===== src/rtl/exu_lsu_axi_pkg.sv =====
// ============================================================================
//  Module   : lsu_pkg
//  Brief    : Shared types and encodings for the EXU load/store unit.
//  Revision : 1.0  initial release
// ============================================================================
`default_nettype none

package lsu_pkg;

    typedef enum logic [2:0] {
        ST_IDLE    = 3'd0,
        ST_RD_ADDR = 3'd1,
        ST_RD_DATA = 3'd2,
        ST_WR_REQ  = 3'd3,
        ST_WR_RESP = 3'd4,
        ST_RESP    = 3'd5
    } lsu_state_e;

    localparam logic [1:0] SZ_B = 2'b00;
    localparam logic [1:0] SZ_H = 2'b01;
    localparam logic [1:0] SZ_W = 2'b10;
    localparam logic [1:0] SZ_D = 2'b11;

    localparam logic [1:0] LSU_OK       = 2'd0;
    localparam logic [1:0] LSU_MISALIGN = 2'd1;
    localparam logic [1:0] LSU_BUSERR   = 2'd2;

endpackage

`default_nettype wire


===== src/rtl/exu_lsu_axi_if.sv =====
// ============================================================================
//  Module   : exu_lsu_axi_if
//  Brief    : Request/response and single-beat AXI-style channels of the LSU.
//  Revision : 1.0  initial release
// ============================================================================
`default_nettype none

interface exu_lsu_axi_if #(
    parameter int XLEN = 64,
    parameter int AW   = 64
);
    localparam int NB = XLEN / 8;

    logic            req_valid;
    logic            req_ready;
    logic            req_store;
    logic [2:0]      req_func3;
    logic [AW-1:0]   req_addr;
    logic [XLEN-1:0] req_wdata;
    logic [4:0]      req_rd;

    logic            resp_valid;
    logic            resp_ready;
    logic [XLEN-1:0] resp_data;
    logic [4:0]      resp_rd;
    logic [1:0]      resp_err;

    logic [AW-1:0]   aw_addr;
    logic            aw_valid;
    logic            aw_ready;
    logic [XLEN-1:0] w_data;
    logic [NB-1:0]   w_strb;
    logic            w_valid;
    logic            w_ready;
    logic            b_valid;
    logic [1:0]      b_resp;
    logic            b_ready;

    logic [AW-1:0]   ar_addr;
    logic            ar_valid;
    logic            ar_ready;
    logic [XLEN-1:0] r_data;
    logic [1:0]      r_resp;
    logic            r_valid;
    logic            r_ready;

    // The LSU side drives the bus; the slave side is the core plus interconnect.
    modport master (
        input  req_valid, req_store, req_func3, req_addr, req_wdata, req_rd,
        output req_ready,
        output resp_valid, resp_data, resp_rd, resp_err,
        input  resp_ready,
        output aw_addr, aw_valid, w_data, w_strb, w_valid, b_ready,
        input  aw_ready, w_ready, b_valid, b_resp,
        output ar_addr, ar_valid, r_ready,
        input  ar_ready, r_data, r_resp, r_valid
    );

    modport slave (
        output req_valid, req_store, req_func3, req_addr, req_wdata, req_rd,
        input  req_ready,
        input  resp_valid, resp_data, resp_rd, resp_err,
        output resp_ready,
        input  aw_addr, aw_valid, w_data, w_strb, w_valid, b_ready,
        output aw_ready, w_ready, b_valid, b_resp,
        input  ar_addr, ar_valid, r_ready,
        output ar_ready, r_data, r_resp, r_valid
    );

endinterface

`default_nettype wire


===== src/rtl/exu_lsu_axi_lane_align.sv =====
// ============================================================================
//  Module   : lsu_lane_align
//  Brief    : Byte-lane steering, strobes, misalignment and load extension.
//  Revision : 1.0  initial release
// ============================================================================
`default_nettype none

module lsu_lane_align
    import lsu_pkg::*;
#(
    parameter  int XLEN = 64,
    localparam int NB   = XLEN / 8,
    localparam int OFFW = $clog2(NB)
) (
    input  wire logic [1:0]      size_i,
    input  wire logic [OFFW-1:0] off_i,
    input  wire logic            unsigned_i,
    input  wire logic [XLEN-1:0] wdata_i,
    input  wire logic [XLEN-1:0] rdata_i,
    output logic      [NB-1:0]   strb_o,
    output logic      [XLEN-1:0] wdata_sh_o,
    output logic                 misalign_o,
    output logic      [XLEN-1:0] rdata_ext_o
);

    logic [3:0]      w_nbytes;
    logic [NB-1:0]   w_strb_base;
    logic [XLEN-1:0] w_rsh;
    logic [XLEN-1:0] w_top;
    int              w_sa;

    always_comb begin
        w_nbytes    = 4'd1 << size_i;
        w_strb_base = '1;
        w_rsh       = rdata_i >> {off_i, 3'b000};
        w_top       = '0;
        w_sa        = 0;
        rdata_ext_o = w_rsh;

        case (size_i)
            SZ_B:    w_strb_base = NB'(1);
            SZ_H:    w_strb_base = NB'(3);
            SZ_W:    w_strb_base = NB'(15);
            default: w_strb_base = '1;
        endcase

        strb_o     = w_strb_base << off_i;
        wdata_sh_o = wdata_i << {off_i, 3'b000};
        misalign_o = (int'(w_nbytes) > NB) || ((off_i & OFFW'(w_nbytes - 4'd1)) != '0);

        // Park the loaded field at the top, then shift back to extend it.
        if (int'(w_nbytes) < NB) begin
            w_sa        = XLEN - 8 * int'(w_nbytes);
            w_top       = w_rsh << w_sa;
            rdata_ext_o = unsigned_i ? (w_top >> w_sa)
                                     : $unsigned($signed(w_top) >>> w_sa);
        end
    end

endmodule

`default_nettype wire


===== src/rtl/exu_lsu_axi.sv =====
// ============================================================================
//  Module   : exu_lsu_axi
//  Brief    : Single-outstanding load/store unit issuing one-beat AXI bursts.
//  Revision : 1.0  initial release
// ============================================================================
`default_nettype none

module exu_lsu_axi
    import lsu_pkg::*;
#(
    parameter  int XLEN = 64,
    parameter  int AW   = 64,
    localparam int NB   = XLEN / 8,
    localparam int OFFW = $clog2(NB)
) (
    input  wire logic     clk,
    input  wire logic     rst_n,
    exu_lsu_axi_if.master lsu_bus
);

    lsu_state_e      state_q, state_d;
    logic [AW-1:0]   addr_q, addr_d;
    logic [OFFW-1:0] off_q, off_d;
    logic [1:0]      size_q, size_d;
    logic            uns_q, uns_d;
    logic [XLEN-1:0] wdata_q, wdata_d;
    logic [NB-1:0]   strb_q, strb_d;
    logic [XLEN-1:0] rdata_q, rdata_d;
    logic [4:0]      rd_q, rd_d;
    logic [1:0]      err_q, err_d;
    logic            aw_done_q, aw_done_d;
    logic            w_done_q, w_done_d;

    logic [1:0]      w_size;
    logic [OFFW-1:0] w_off;
    logic [NB-1:0]   w_strb;
    logic [XLEN-1:0] w_wdata_sh;
    logic            w_misalign;
    logic [XLEN-1:0] w_rdata_ext;

    // One aligner serves the incoming request in IDLE and the held request afterwards.
    assign w_size = (state_q == ST_IDLE) ? lsu_bus.req_func3[1:0]      : size_q;
    assign w_off  = (state_q == ST_IDLE) ? lsu_bus.req_addr[OFFW-1:0] : off_q;

    lsu_lane_align #(.XLEN(XLEN)) u_lane_align (
        .size_i      (w_size),
        .off_i       (w_off),
        .unsigned_i  (uns_q),
        .wdata_i     (lsu_bus.req_wdata),
        .rdata_i     (lsu_bus.r_data),
        .strb_o      (w_strb),
        .wdata_sh_o  (w_wdata_sh),
        .misalign_o  (w_misalign),
        .rdata_ext_o (w_rdata_ext)
    );

    always_ff @(posedge clk or negedge rst_n) begin
        if (!rst_n) begin
            state_q   <= ST_IDLE;
            addr_q    <= '0;
            off_q     <= '0;
            size_q    <= '0;
            uns_q     <= 1'b0;
            wdata_q   <= '0;
            strb_q    <= '0;
            rdata_q   <= '0;
            rd_q      <= '0;
            err_q     <= LSU_OK;
            aw_done_q <= 1'b0;
            w_done_q  <= 1'b0;
        end else begin
            state_q   <= state_d;
            addr_q    <= addr_d;
            off_q     <= off_d;
            size_q    <= size_d;
            uns_q     <= uns_d;
            wdata_q   <= wdata_d;
            strb_q    <= strb_d;
            rdata_q   <= rdata_d;
            rd_q      <= rd_d;
            err_q     <= err_d;
            aw_done_q <= aw_done_d;
            w_done_q  <= w_done_d;
        end
    end

    always_comb begin
        state_d   = state_q;
        addr_d    = addr_q;
        off_d     = off_q;
        size_d    = size_q;
        uns_d     = uns_q;
        wdata_d   = wdata_q;
        strb_d    = strb_q;
        rdata_d   = rdata_q;
        rd_d      = rd_q;
        err_d     = err_q;
        aw_done_d = aw_done_q;
        w_done_d  = w_done_q;

        case (state_q)
            ST_IDLE: begin
                if (lsu_bus.req_valid) begin
                    addr_d    = {lsu_bus.req_addr[AW-1:OFFW], {OFFW{1'b0}}};
                    off_d     = lsu_bus.req_addr[OFFW-1:0];
                    size_d    = lsu_bus.req_func3[1:0];
                    uns_d     = lsu_bus.req_func3[2];
                    wdata_d   = w_wdata_sh;
                    strb_d    = w_strb;
                    rdata_d   = '0;
                    rd_d      = lsu_bus.req_rd;
                    aw_done_d = 1'b0;
                    w_done_d  = 1'b0;
                    if (w_misalign) begin
                        err_d   = LSU_MISALIGN;
                        state_d = ST_RESP;
                    end else begin
                        err_d   = LSU_OK;
                        state_d = lsu_bus.req_store ? ST_WR_REQ : ST_RD_ADDR;
                    end
                end
            end
            ST_RD_ADDR: begin
                if (lsu_bus.ar_ready) state_d = ST_RD_DATA;
            end
            ST_RD_DATA: begin
                if (lsu_bus.r_valid) begin
                    rdata_d = w_rdata_ext;
                    err_d   = (lsu_bus.r_resp != 2'd0) ? LSU_BUSERR : LSU_OK;
                    state_d = ST_RESP;
                end
            end
            ST_WR_REQ: begin
                aw_done_d = aw_done_q | lsu_bus.aw_ready;
                w_done_d  = w_done_q  | lsu_bus.w_ready;
                if (aw_done_d && w_done_d) state_d = ST_WR_RESP;
            end
            ST_WR_RESP: begin
                if (lsu_bus.b_valid) begin
                    err_d   = (lsu_bus.b_resp != 2'd0) ? LSU_BUSERR : LSU_OK;
                    state_d = ST_RESP;
                end
            end
            ST_RESP: begin
                if (lsu_bus.resp_ready) state_d = ST_IDLE;
            end
            default: state_d = ST_IDLE;
        endcase
    end

    // Every output decodes flops only, so request inputs never reach the bus combinationally.
    assign lsu_bus.req_ready  = (state_q == ST_IDLE);
    assign lsu_bus.ar_valid   = (state_q == ST_RD_ADDR);
    assign lsu_bus.r_ready    = (state_q == ST_RD_DATA);
    assign lsu_bus.aw_valid   = (state_q == ST_WR_REQ) && !aw_done_q;
    assign lsu_bus.w_valid    = (state_q == ST_WR_REQ) && !w_done_q;
    assign lsu_bus.b_ready    = (state_q == ST_WR_RESP);
    assign lsu_bus.resp_valid = (state_q == ST_RESP);
    assign lsu_bus.aw_addr    = addr_q;
    assign lsu_bus.ar_addr    = addr_q;
    assign lsu_bus.w_data     = wdata_q;
    assign lsu_bus.w_strb     = strb_q;
    assign lsu_bus.resp_data  = rdata_q;
    assign lsu_bus.resp_rd    = rd_q;
    assign lsu_bus.resp_err   = err_q;

endmodule

`default_nettype wire


===== src/flat_wrapper.sv =====
// flat-port wrapper written by rule: the top's interface ports become plain ports
module exu_lsu_axi_flat import lsu_pkg::*;
#(
    parameter  int XLEN = 64,
    parameter  int AW   = 64,
    localparam int NB   = XLEN / 8,
    localparam int OFFW = $clog2(NB)
)
  (clk, rst_n, lsu_bus_req_valid, lsu_bus_req_store, lsu_bus_req_func3, lsu_bus_req_addr, lsu_bus_req_wdata, lsu_bus_req_rd, lsu_bus_req_ready, lsu_bus_resp_valid, lsu_bus_resp_data, lsu_bus_resp_rd, lsu_bus_resp_err, lsu_bus_resp_ready, lsu_bus_aw_addr, lsu_bus_aw_valid, lsu_bus_w_data, lsu_bus_w_strb, lsu_bus_w_valid, lsu_bus_b_ready, lsu_bus_aw_ready, lsu_bus_w_ready, lsu_bus_b_valid, lsu_bus_b_resp, lsu_bus_ar_addr, lsu_bus_ar_valid, lsu_bus_r_ready, lsu_bus_ar_ready, lsu_bus_r_data, lsu_bus_r_resp, lsu_bus_r_valid);
  exu_lsu_axi_if #(.XLEN(XLEN), .AW(AW)) lsu_bus_i ();
  input  wire logic clk;
  input  wire logic rst_n;
  input wire logic [$bits(lsu_bus_i.req_valid)-1:0] lsu_bus_req_valid;
  input wire logic [$bits(lsu_bus_i.req_store)-1:0] lsu_bus_req_store;
  input wire logic [$bits(lsu_bus_i.req_func3)-1:0] lsu_bus_req_func3;
  input wire logic [$bits(lsu_bus_i.req_addr)-1:0] lsu_bus_req_addr;
  input wire logic [$bits(lsu_bus_i.req_wdata)-1:0] lsu_bus_req_wdata;
  input wire logic [$bits(lsu_bus_i.req_rd)-1:0] lsu_bus_req_rd;
  output wire logic [$bits(lsu_bus_i.req_ready)-1:0] lsu_bus_req_ready;
  output wire logic [$bits(lsu_bus_i.resp_valid)-1:0] lsu_bus_resp_valid;
  output wire logic [$bits(lsu_bus_i.resp_data)-1:0] lsu_bus_resp_data;
  output wire logic [$bits(lsu_bus_i.resp_rd)-1:0] lsu_bus_resp_rd;
  output wire logic [$bits(lsu_bus_i.resp_err)-1:0] lsu_bus_resp_err;
  input wire logic [$bits(lsu_bus_i.resp_ready)-1:0] lsu_bus_resp_ready;
  output wire logic [$bits(lsu_bus_i.aw_addr)-1:0] lsu_bus_aw_addr;
  output wire logic [$bits(lsu_bus_i.aw_valid)-1:0] lsu_bus_aw_valid;
  output wire logic [$bits(lsu_bus_i.w_data)-1:0] lsu_bus_w_data;
  output wire logic [$bits(lsu_bus_i.w_strb)-1:0] lsu_bus_w_strb;
  output wire logic [$bits(lsu_bus_i.w_valid)-1:0] lsu_bus_w_valid;
  output wire logic [$bits(lsu_bus_i.b_ready)-1:0] lsu_bus_b_ready;
  input wire logic [$bits(lsu_bus_i.aw_ready)-1:0] lsu_bus_aw_ready;
  input wire logic [$bits(lsu_bus_i.w_ready)-1:0] lsu_bus_w_ready;
  input wire logic [$bits(lsu_bus_i.b_valid)-1:0] lsu_bus_b_valid;
  input wire logic [$bits(lsu_bus_i.b_resp)-1:0] lsu_bus_b_resp;
  output wire logic [$bits(lsu_bus_i.ar_addr)-1:0] lsu_bus_ar_addr;
  output wire logic [$bits(lsu_bus_i.ar_valid)-1:0] lsu_bus_ar_valid;
  output wire logic [$bits(lsu_bus_i.r_ready)-1:0] lsu_bus_r_ready;
  input wire logic [$bits(lsu_bus_i.ar_ready)-1:0] lsu_bus_ar_ready;
  input wire logic [$bits(lsu_bus_i.r_data)-1:0] lsu_bus_r_data;
  input wire logic [$bits(lsu_bus_i.r_resp)-1:0] lsu_bus_r_resp;
  input wire logic [$bits(lsu_bus_i.r_valid)-1:0] lsu_bus_r_valid;
  assign lsu_bus_i.req_valid = lsu_bus_req_valid;
  assign lsu_bus_i.req_store = lsu_bus_req_store;
  assign lsu_bus_i.req_func3 = lsu_bus_req_func3;
  assign lsu_bus_i.req_addr = lsu_bus_req_addr;
  assign lsu_bus_i.req_wdata = lsu_bus_req_wdata;
  assign lsu_bus_i.req_rd = lsu_bus_req_rd;
  assign lsu_bus_req_ready = lsu_bus_i.req_ready;
  assign lsu_bus_resp_valid = lsu_bus_i.resp_valid;
  assign lsu_bus_resp_data = lsu_bus_i.resp_data;
  assign lsu_bus_resp_rd = lsu_bus_i.resp_rd;
  assign lsu_bus_resp_err = lsu_bus_i.resp_err;
  assign lsu_bus_i.resp_ready = lsu_bus_resp_ready;
  assign lsu_bus_aw_addr = lsu_bus_i.aw_addr;
  assign lsu_bus_aw_valid = lsu_bus_i.aw_valid;
  assign lsu_bus_w_data = lsu_bus_i.w_data;
  assign lsu_bus_w_strb = lsu_bus_i.w_strb;
  assign lsu_bus_w_valid = lsu_bus_i.w_valid;
  assign lsu_bus_b_ready = lsu_bus_i.b_ready;
  assign lsu_bus_i.aw_ready = lsu_bus_aw_ready;
  assign lsu_bus_i.w_ready = lsu_bus_w_ready;
  assign lsu_bus_i.b_valid = lsu_bus_b_valid;
  assign lsu_bus_i.b_resp = lsu_bus_b_resp;
  assign lsu_bus_ar_addr = lsu_bus_i.ar_addr;
  assign lsu_bus_ar_valid = lsu_bus_i.ar_valid;
  assign lsu_bus_r_ready = lsu_bus_i.r_ready;
  assign lsu_bus_i.ar_ready = lsu_bus_ar_ready;
  assign lsu_bus_i.r_data = lsu_bus_r_data;
  assign lsu_bus_i.r_resp = lsu_bus_r_resp;
  assign lsu_bus_i.r_valid = lsu_bus_r_valid;
  exu_lsu_axi #(.XLEN(XLEN), .AW(AW)) u_core (.clk(clk), .rst_n(rst_n), .lsu_bus(lsu_bus_i));
endmodule

===== config.mk =====
export PLATFORM = sky130hd
export DESIGN_NAME = exu_lsu_axi_flat
export DESIGN_NICKNAME = d
export VERILOG_FILES = /design/src/rtl/exu_lsu_axi_pkg.sv /design/src/rtl/exu_lsu_axi_if.sv /design/src/rtl/exu_lsu_axi_lane_align.sv /design/src/rtl/exu_lsu_axi.sv /design/src/flat_wrapper.sv
export SDC_FILE = /design/constraint.sdc
export NUM_CORES = 1
export LEC_CHECK = 0
export CELL_PAD_IN_SITES_DETAIL_PLACEMENT = 0
export CELL_PAD_IN_SITES_GLOBAL_PLACEMENT = 1
export CORE_MARGIN = 2
export CORE_UTILIZATION = 36
export DETAILED_ROUTE_END_ITERATION = 10
export GPL_TIMING_DRIVEN = 1
export PLACE_DENSITY = 0.95
export SLEW_MARGIN = 25
export SYNTH_ARGS = -nofsm -noshare
export SYNTH_HDL_FRONTEND = slang
export SYNTH_HIERARCHICAL = 1
export SYNTH_SLANG_ARGS = --single-unit

===== constraint.sdc =====
create_clock -name clk -period 9 [get_ports clk]
set_input_delay 2.7 -clock clk [delete_from_list [all_inputs] [get_ports clk]]
set_output_delay 2.7 -clock clk [all_outputs]
set_load 0.005 [all_outputs]

==> qor.txt, run 1 <==
CTS
--------------------------------------------------------------------------------------
H-tree levels                                                                        1
Later-pin clock latency in the skew report                                     0.53 ns
Post-CTS Setup Repair Bufs                                                           0
Cell at the root of the clock tree                                        sky130_fd_sc_hd__clkbuf_16
Maximum number of buffers from clock root to sink                                    3
# clock sinks                                                                      215
CTS clk-pin slew, worst paths                                                  0.06 ns
Clock tree from TritonCTS                                                         done
Hold Buf Count CTS                                                                   0
Number of gates resized after CTS                                                    0
CTS buffer count                                                                    26

STA
--------------------------------------------------------------------------------------
RSZ-0062 raised after global routing                                                no
Number of pins exceeding their max-slew limit in the final report                    0
Post-route setup TNS                                                              0 ns
Post-route minimum period                                                      6.24 ns
Final setup vio count                                                                0
Peak Freq                                                                    0.160 GHz
Final-layout worst hold slack                                                 0.477 ns
Max-Slew Margin vs Limit                                                         30.3%
Clock skew                                                                  0.00979 ns
Actual slew at the worst max-slew pin                                          1.04 ns
Post-route clock period utilization                                              69.3%
Final hold violation count                                                           0

CELLS AND AREA
--------------------------------------------------------------------------------------
Fraction of final layout cells with drive strength greater than 1                16.0%
Final Cell Area                                                              18400 um2
Layout overhead on the synthesized area                                          40.5%
Net count, final                                                                  1920
End-of-flow core utilization                                                     51.6%

SETUP PATH
--------------------------------------------------------------------------------------
Library cell contributing the largest single delay on the critical path   sky130_fd_sc_hd__clkinv_1
Peak per-stage delay on the critical path                                      0.87 ns
Category of the most critical setup path                                        in2reg
Worst path top cell family by delay                                       buffers and inverters
Cell mode on critical path                                                sky130_fd_sc_hd__nand2_1
Top fanout value on the critical path                                              118
Data arrival time of the critical path                                         6.62 ns
Capturing element type of the critical path                                       flop
Data required time of the worst path                                           9.38 ns
Launching element type of the critical path                                 input port
Worst path buffer plus inverter count                                                4
Chain of cells forming the critical path                                  clkdlybuf4s50_1 -> mux2_8 -> clkinv_1 -> nand2_1 -> o22ai_2 -> a311oi_4 -> buf_6 -> buf_4 -> nand2_2 -> nand2_1 -> o21ai_0

GLOBAL ROUTING
--------------------------------------------------------------------------------------
Number of global-route vias before repair                                        11700
Tot GR Track Use                                                                 24.1%
Overflow after GRT                                                                   0
Number of antenna violations at the first check in global routing                    2
Wire length of the first global-routing pass                                   71.0 mm
Maximum number of pins on one net before global-route repair                       147

SYNTH
--------------------------------------------------------------------------------------
Number of synthesized flops with an enable pin                                       0
Top cells by area, synth                                                  sky130_fd_sc_hd__dfrtp_1 (41%), sky130_fd_sc_hd__mux2_2 (16%), sky130_fd_sc_hd__mux2i_1 (8.6%)
Synthesized instance count                                                        1350
Prevailing post-synth register cell                                       sky130_fd_sc_hd__dfrtp_1
Register area share after synthesis                                              41.0%
Number of register bits inferred by synthesis                                      215
Synthesized area divided by synthesized cell count                            9.72 um2
FFs w/ async S/R, synth                                                           100%
Cell type with the largest total area after synthesis                     sky130_fd_sc_hd__dfrtp_1
Yosys top cell area share                                                        41.0%
Post-Syn Area                                                                13100 um2
Distinct cell type count after synthesis                                            61
Synth warn                                                                           6

DIE
--------------------------------------------------------------------------------------
Area of the core                                                             35700 um2
Die width                                                                       195 um
Die area                                                                     38000 um2
Standard-cell rows                                                                  69
Die height                                                                      195 um
Number of placed I/O pins                                                          492
Starting utilization of the core area                                            36.7%

DRT
--------------------------------------------------------------------------------------
Drt wl/cell                                                                    21.6 um
Wire length after detailed routing                                             47.3 mm
Number of design rule violations left after detail routing                           0
Detailed Route Iter0 Violations                                                    688
Via density                                                                       5.28
Antenna Violating Nets Remaining                                                     0
Vias                                                                             11600
Count of TritonRoute iterations in the first routing pass                            5

POWER AND IR DROP
--------------------------------------------------------------------------------------
Power per cell area                                                         387 nW/um2
Max IR drop VDD                                                                 204 uV
Pleak                                                                          7.62 nW

PLACE
--------------------------------------------------------------------------------------
Number of port buffers                                                             485
Gp weighted congestion                                                           0.932
HPWL after detailed placement                                                  35.3 mm
Area after DPL                                                               17600 um2

HOLD PATH
--------------------------------------------------------------------------------------
Hold crit path type                                                            reg2reg

JOB
--------------------------------------------------------------------------------------
Number of maximum-capacitance constraint violations                                  0

STATUS
--------------------------------------------------------------------------------------
Result of the run                                                         finished, final reports clean

[cell families (layout without fill, tap and decap cells)]
group	Yosys count	after routing	synth area share, %
simple gates	358	358	11.9
mux	298	298	24.5
compound gates	297	297	13.3
buf+inv	181	551	9.22
flops	215	215	41.0
other cells	1	9	0.0286
[worst min-delay path, delay by kind of cell (launching register included)]
kind,cells,cell delay [ns]
and+or+nand+nor,1,0.05
DFF,1,0.34
AOI/OAI and AO/OA,1,0.06
[cells in the mapped netlist, types with 3 or more instances]
cell / n
sky130_fd_sc_hd__a21oi_1: 59
sky130_fd_sc_hd__clkbuf_8: 10
sky130_fd_sc_hd__buf_6: 16
sky130_fd_sc_hd__o21ai_0: 129
sky130_fd_sc_hd__nand2_2: 20
sky130_fd_sc_hd__inv_1: 4
sky130_fd_sc_hd__and2_1: 15
sky130_fd_sc_hd__nor3_1: 5
sky130_fd_sc_hd__nor2_1: 77
sky130_fd_sc_hd__buf_1: 3
sky130_fd_sc_hd__o21ai_1: 21
sky130_fd_sc_hd__buf_4: 72
sky130_fd_sc_hd__o211ai_1: 8
sky130_fd_sc_hd__mux2_2: 182
sky130_fd_sc_hd__o31ai_1: 8
sky130_fd_sc_hd__o22ai_1: 21
sky130_fd_sc_hd__a211o_1: 6
sky130_fd_sc_hd__nand2_1: 212
sky130_fd_sc_hd__a221oi_1: 6
sky130_fd_sc_hd__a211oi_1: 22
sky130_fd_sc_hd__dfrtp_1: 215
sky130_fd_sc_hd__nor2b_1: 9
sky130_fd_sc_hd__mux2i_1: 113
sky130_fd_sc_hd__buf_2: 30
sky130_fd_sc_hd__clkbuf_1: 42
[registers in the layout, summed over array words and instances, names as in the netlist]
| register | cells |
|---|---|
| u_core/size_q | 2 |
| u_core/lsu_bus.w_strb | 8 |
| u_core/uns_q | 1 |
| u_core/lsu_bus.resp_err | 2 |
| u_core/lsu_bus.w_data | 64 |
| u_core/w_done_q | 1 |
| u_core/lsu_bus.ar_addr | 61 |
| u_core/state_q | 3 |
| u_core/off_q | 3 |
| u_core/lsu_bus.resp_data | 64 |
| u_core/lsu_bus.resp_rd | 5 |
| u_core/aw_done_q | 1 |
[worst paths after layout]
path / start / end / slack (ns) / depth (start not counted)
max: lsu_bus_req_addr[0] / u_core/lsu_bus.resp_data[35] / 2.76 / 11
min: u_core/lsu_bus.resp_data[42] / u_core/lsu_bus.resp_data[42] / 0.48 / 2
max reg2reg: u_core/state_q[0] / u_core/lsu_bus.resp_data[35] / 4.01 / 11
min reg2reg: u_core/lsu_bus.resp_data[42] / u_core/lsu_bus.resp_data[42] / 0.48 / 2
max in group asynchronous: rst_n / u_core/lsu_bus.w_data[18] / 5.42 / 2
min in group asynchronous: rst_n / u_core/lsu_bus.resp_data[12] / 2.15 / 1
[routing by layer]
metal  wire length, um  global-route usage [%]  share of wire (%)  up-vias
met2             24200                    44.0                 51      509
li1                  -                       -                  -     5362
met4              2030                    9.75                4.3        0
met3              3280                    4.15                6.9       87
met1             17700                    27.7                 37     5594
met5                 0                       0                  0        -
[power by group]
group	leakage (nW)	switching (W)	internal, W
Combinational	4.45	0.00221	0.00216
Clock	0.425	0.000423	0.000636
Sequential	2.74	0.000316	0.00138
Total	7.62	0.00295	0.00418
[cell usage in the layout, fill, tap and decap left out, types with 15 or more instances in the layout]
cell type                           n
sky130_fd_sc_hd__a211oi_1          22
sky130_fd_sc_hd__a21oi_1           59
sky130_fd_sc_hd__and2_1            15
sky130_fd_sc_hd__clkbuf_16         27
sky130_fd_sc_hd__clkdlybuf4s50_1  484
sky130_fd_sc_hd__dfrtp_1          215
sky130_fd_sc_hd__mux2_2           179
sky130_fd_sc_hd__mux2i_1          113
sky130_fd_sc_hd__nand2_1          212
sky130_fd_sc_hd__nand2_2           20
sky130_fd_sc_hd__nor2_1            77
sky130_fd_sc_hd__o21ai_0          129
sky130_fd_sc_hd__o21ai_1           21
sky130_fd_sc_hd__o22ai_1           21
[layout make-up]
cell class              instances  area, um2
diodes                          3       7.51
clock buffers                  34        742
clock inverters                13        126
fillers                      3213      17300
inverters                       6       22.5
multi-input cells             959       6600
flip-flops and latches        215       5380
well taps                     461        577
repair buffers                498       4980
[stage by stage]
| stage | setup WS [ns] | total power (W) | instances |
|---|---|---|---|
| after global routing | 2.46 | 0.00759 | 2188 |
| after global placement | 2.06 | 0.00600 | 2138 |
| after floorplan | 4.36 | 0.00439 | 1355 |
| after detailed placement | 2.27 | 0.00607 | 2139 |
| after CTS | 2.84 | 0.00716 | 2186 |
| final | 2.76 | 0.00713 | 2189 |
No activity file was read; power rests on OpenSTA's default activity.
==> run 2: changes to the inputs <==
CORE_UTILIZATION = 30   (was 36)
PLACE_DENSITY = 0.86   (was 0.95)
clock period = 5.5 ns   (was 9 ns; I/O delays follow)
==> run 2 against run 1 <==
Worst hold slack got worse by 0.00066 ns. Sequential cell count unchanged. Design area increased by 1.2%. Critical endpoint is now lsu_bus_req_ready. Worst setup slack got worse by 1.3 ns. Highest routed layer unchanged. Utilization decreased by 8.3 points. Critical path type is now reg2out. Final cell count increased by 6.0%. Clock power increased by 58%. Via count about the same. Register-to-register slack got worse by 2.3 ns. Total power increased by 65%. Die area increased by 20%.
==> qor.txt, run 2 (synthesized netlist as in run 1, its figures left out) <==
STATUS
--------------------------------------------------------------------------------------
Result of the run                                                         finished, final reports clean   unchanged

CELLS AND AREA
--------------------------------------------------------------------------------------
Most common library cell in the layout ignoring fill and taps             sky130_fd_sc_hd__clkdlybuf4s50_1   unchanged
Final Cell Area                                                              18600 um2   was 18400 um2
Layout overhead on the synthesized area                                          42.1%   was 40.5%
Fraction of final layout cells with drive strength greater than 1                16.3%   was 16.0%
Final cell count without fillers                                                  2320   was 2189
Net count, final                                                                  1933   was 1920
Commonest cells after routing, fill and taps aside                        sky130_fd_sc_hd__clkdlybuf4s50_1 (484), sky130_fd_sc_hd__dfrtp_1 (215), sky130_fd_sc_hd__nand2_1 (212), sky130_fd_sc_hd__mux2_2 (179), sky130_fd_sc_hd__o21ai_0 (129)   unchanged
Antenna Diode Count                                                                  0   was 3

DIE
--------------------------------------------------------------------------------------
Starting utilization of the core area                                            30.5%   was 36.7%
Die height                                                                      213 um   was 195 um
Die area                                                                     45400 um2   was 38000 um2
Standard-cell rows                                                                  76   was 69
Number of placed I/O pins                                                          492   unchanged
Area of the core                                                             43100 um2   was 35700 um2
Die width                                                                       213 um   was 195 um

DRT
--------------------------------------------------------------------------------------
Detailed Route Iter0 Violations                                                    725   was 688
Drt wl/cell                                                                    21.1 um   was 21.6 um
Count of TritonRoute iterations in the first routing pass                            7   was 5
Via density                                                                       4.98   was 5.28
Wire length after detailed routing                                             48.9 mm   was 47.3 mm
Vias                                                                             11500   was 11600
Antenna Violating Nets Remaining                                                     0   unchanged
Number of design rule violations left after detail routing                           0   unchanged

CTS
--------------------------------------------------------------------------------------
Later-pin clock latency in the skew report                                     0.54 ns   was 0.53 ns
H-tree levels                                                                        1   unchanged
Post-CTS Setup Repair Bufs                                                           0   unchanged
Clock tree from TritonCTS                                                         done   unchanged
Hold Buf Count CTS                                                                   0   unchanged
Cell at the root of the clock tree                                        sky130_fd_sc_hd__clkbuf_16   unchanged
CTS clk-pin slew, worst paths                                                  0.06 ns   about the same
Maximum number of buffers from clock root to sink                                    3   unchanged
CTS buffer count                                                                    27   was 26
# clock sinks                                                                      215   unchanged
Number of gates resized after CTS                                                    0   unchanged

POWER AND IR DROP
--------------------------------------------------------------------------------------
Pleak                                                                          7.67 nW   was 7.62 nW
Max IR drop VDD                                                                 350 uV   was 204 uV
Power per cell area                                                         630 nW/um2   was 387 nW/um2

SETUP PATH
--------------------------------------------------------------------------------------
RR Endpoint                                                               u_core/lsu_bus.resp_data[54]   was u_core/lsu_bus.resp_data[35]
Capturing element type of the critical path                                output port   was flop
Peak per-stage delay on the critical path                                      0.67 ns   was 0.87 ns
Setup crit end                                                            lsu_bus_req_ready   was u_core/lsu_bus.resp_data[35]
FF-to-FF path depth                                                                 10   was 11
Data required time of the worst path                                           3.85 ns   was 9.38 ns
Launch point of the worst path                                            u_core/state_q[0]   was lsu_bus_req_addr[0]
Library cell contributing the largest single delay on the critical path   sky130_fd_sc_hd__nor3_2   was sky130_fd_sc_hd__clkinv_1
Chain of cells forming the critical path                                  nor3_2 -> clkdlybuf4s50_1   was clkdlybuf4s50_1 -> mux2_8 -> clkinv_1 -> nand2_1 -> o22ai_2 -> a311oi_4 -> buf_6 -> buf_4 -> nand2_2 -> nand2_1 -> o21ai_0
Category of the most critical setup path                                       reg2out   was in2reg
Data arrival time of the critical path                                         2.41 ns   was 6.62 ns
Start of the worst register-to-register path                              u_core/state_q[0]   unchanged
Reg-to-reg slack, setup                                                        1.71 ns   was 4.01 ns
Top fanout value on the critical path                                               12   was 118
Launching element type of the critical path                                       flop   was input port

GLOBAL ROUTING
--------------------------------------------------------------------------------------
Wire length of the first global-routing pass                                   71.7 mm   was 71.0 mm
Maximum number of pins on one net before global-route repair                       122   was 147
Number of global-route vias before repair                                        11800   was 11700
Met1 track demand over resource                                                  24.3%   was 27.7%
Number of antenna violations at the first check in global routing                    0   was 2
Tot GR Track Use                                                                 20.6%   was 24.1%
Met2 GRT Util                                                                    36.1%   was 44.0%
Layer carrying the most global-route usage                                        met2   unchanged
Met3 usage in global routing                                                     4.53%   was 4.15%
Overflow after GRT                                                                   0   unchanged

STA
--------------------------------------------------------------------------------------
Number of pins exceeding their max-slew limit in the final report                    0   unchanged
Final setup vio count                                                                0   unchanged
Actual slew at the worst max-slew pin                                         0.845 ns   was 1.04 ns
Post-route minimum period                                                      4.06 ns
RSZ-0062 raised after global routing                                                no   unchanged
Final hold violation count                                                           0   unchanged
Final worst setup slack                                                        1.44 ns   was 2.76 ns
Post-route setup TNS                                                              0 ns   unchanged
Post-route clock period utilization                                              73.9%
Max-Slew Margin vs Limit                                                         43.5%   was 30.3%
Peak Freq                                                                    0.246 GHz
Clock skew                                                                   0.0127 ns   was 0.00979 ns

HOLD PATH
--------------------------------------------------------------------------------------
Hold crit path type                                                            reg2reg   unchanged
Worst min-delay path startpoint                                           u_core/lsu_bus.resp_data[6]   was u_core/lsu_bus.resp_data[42]
Number of cells traversed by the worst hold path                                     2   unchanged

PLACE
--------------------------------------------------------------------------------------
Gp weighted congestion                                                           0.941   was 0.932
Total instance count after detailed placement                                     2275   was 2139
Area after DPL                                                               17800 um2   was 17600 um2
Post-place setup slack                                                         1.02 ns   was 2.27 ns
HPWL after detailed placement                                                  36.5 mm   was 35.3 mm
Number of port buffers                                                             485   unchanged

JOB
--------------------------------------------------------------------------------------
Number of maximum-capacitance constraint violations                                  0   unchanged

[run 2: cell count changes in the layout (fill, tap and decap cells not counted), moves of 3 or more]
| cell | change |
|---|---|
| sky130_fd_sc_hd__buf_4 | +11 |
| sky130_fd_sc_hd__diode_2 | -3 |
| sky130_fd_sc_hd__buf_12 | +3 |
| sky130_fd_sc_hd__clkbuf_1 | +3 |
| sky130_fd_sc_hd__clkinv_2 | -3 |
| sky130_fd_sc_hd__clkbuf_8 | +3 |
[run 2: final cells by class]
class / instances / area, um2
sequential: 215 / 5380
fill: 4160 / 24400
clock inverter: 5 / 27.5
timing repair buffer: 510 / 5100
inverter: 6 / 22.5
multi-input combinational: 959 / 6590
tap: 585 / 732
clock buffer: 40 / 795
[run 2: metrics by stage]
stage	util [%]	hold slack (ns)	total power, W
after floorplan	-	0.473	0.00718
after global placement	41.4	0.467	0.0100
final	43.3	0.476	0.0117
after global routing	43.3	0.515	0.0125
after detailed placement	41.4	0.469	0.0101
after CTS	43.3	0.482	0.0118
[run 2: worst min path at each step]
stage / to / slack (ns)
final: u_core/lsu_bus.resp_data[6] / 0.48
after global routing: u_core/lsu_bus.resp_data[38] / 0.52
after CTS: u_core/lsu_bus.resp_data[6] / 0.48
after detailed placement: u_core/lsu_bus.resp_data[6] / 0.47
after global placement: u_core/lsu_bus.resp_data[29] / 0.47
after floorplan: u_core/lsu_bus.resp_data[0] / 0.47
[run 2: power breakdown]
part / internal (W) / switching (W)
Combinational: 0.00359 / 0.00368
Sequential: 0.00226 / 0.000529
Clock: 0.000985 / 0.000690
Total: 0.00684 / 0.00490
[run 2: layer usage]
layer / vias up / routed length [um]
li1: 5386 / -
met1: 5556 / 18800
met2: 511 / 24300
met3: 91 / 3730
met4: 0 / 2110
met5: - / 0
[run 2: critical path: cells and delay by family (launching register included)]
family	cells	cell delay, ns
and+or+nand+nor	1	0.67
buffers and inverters	1	0.65
DFF	1	0.56
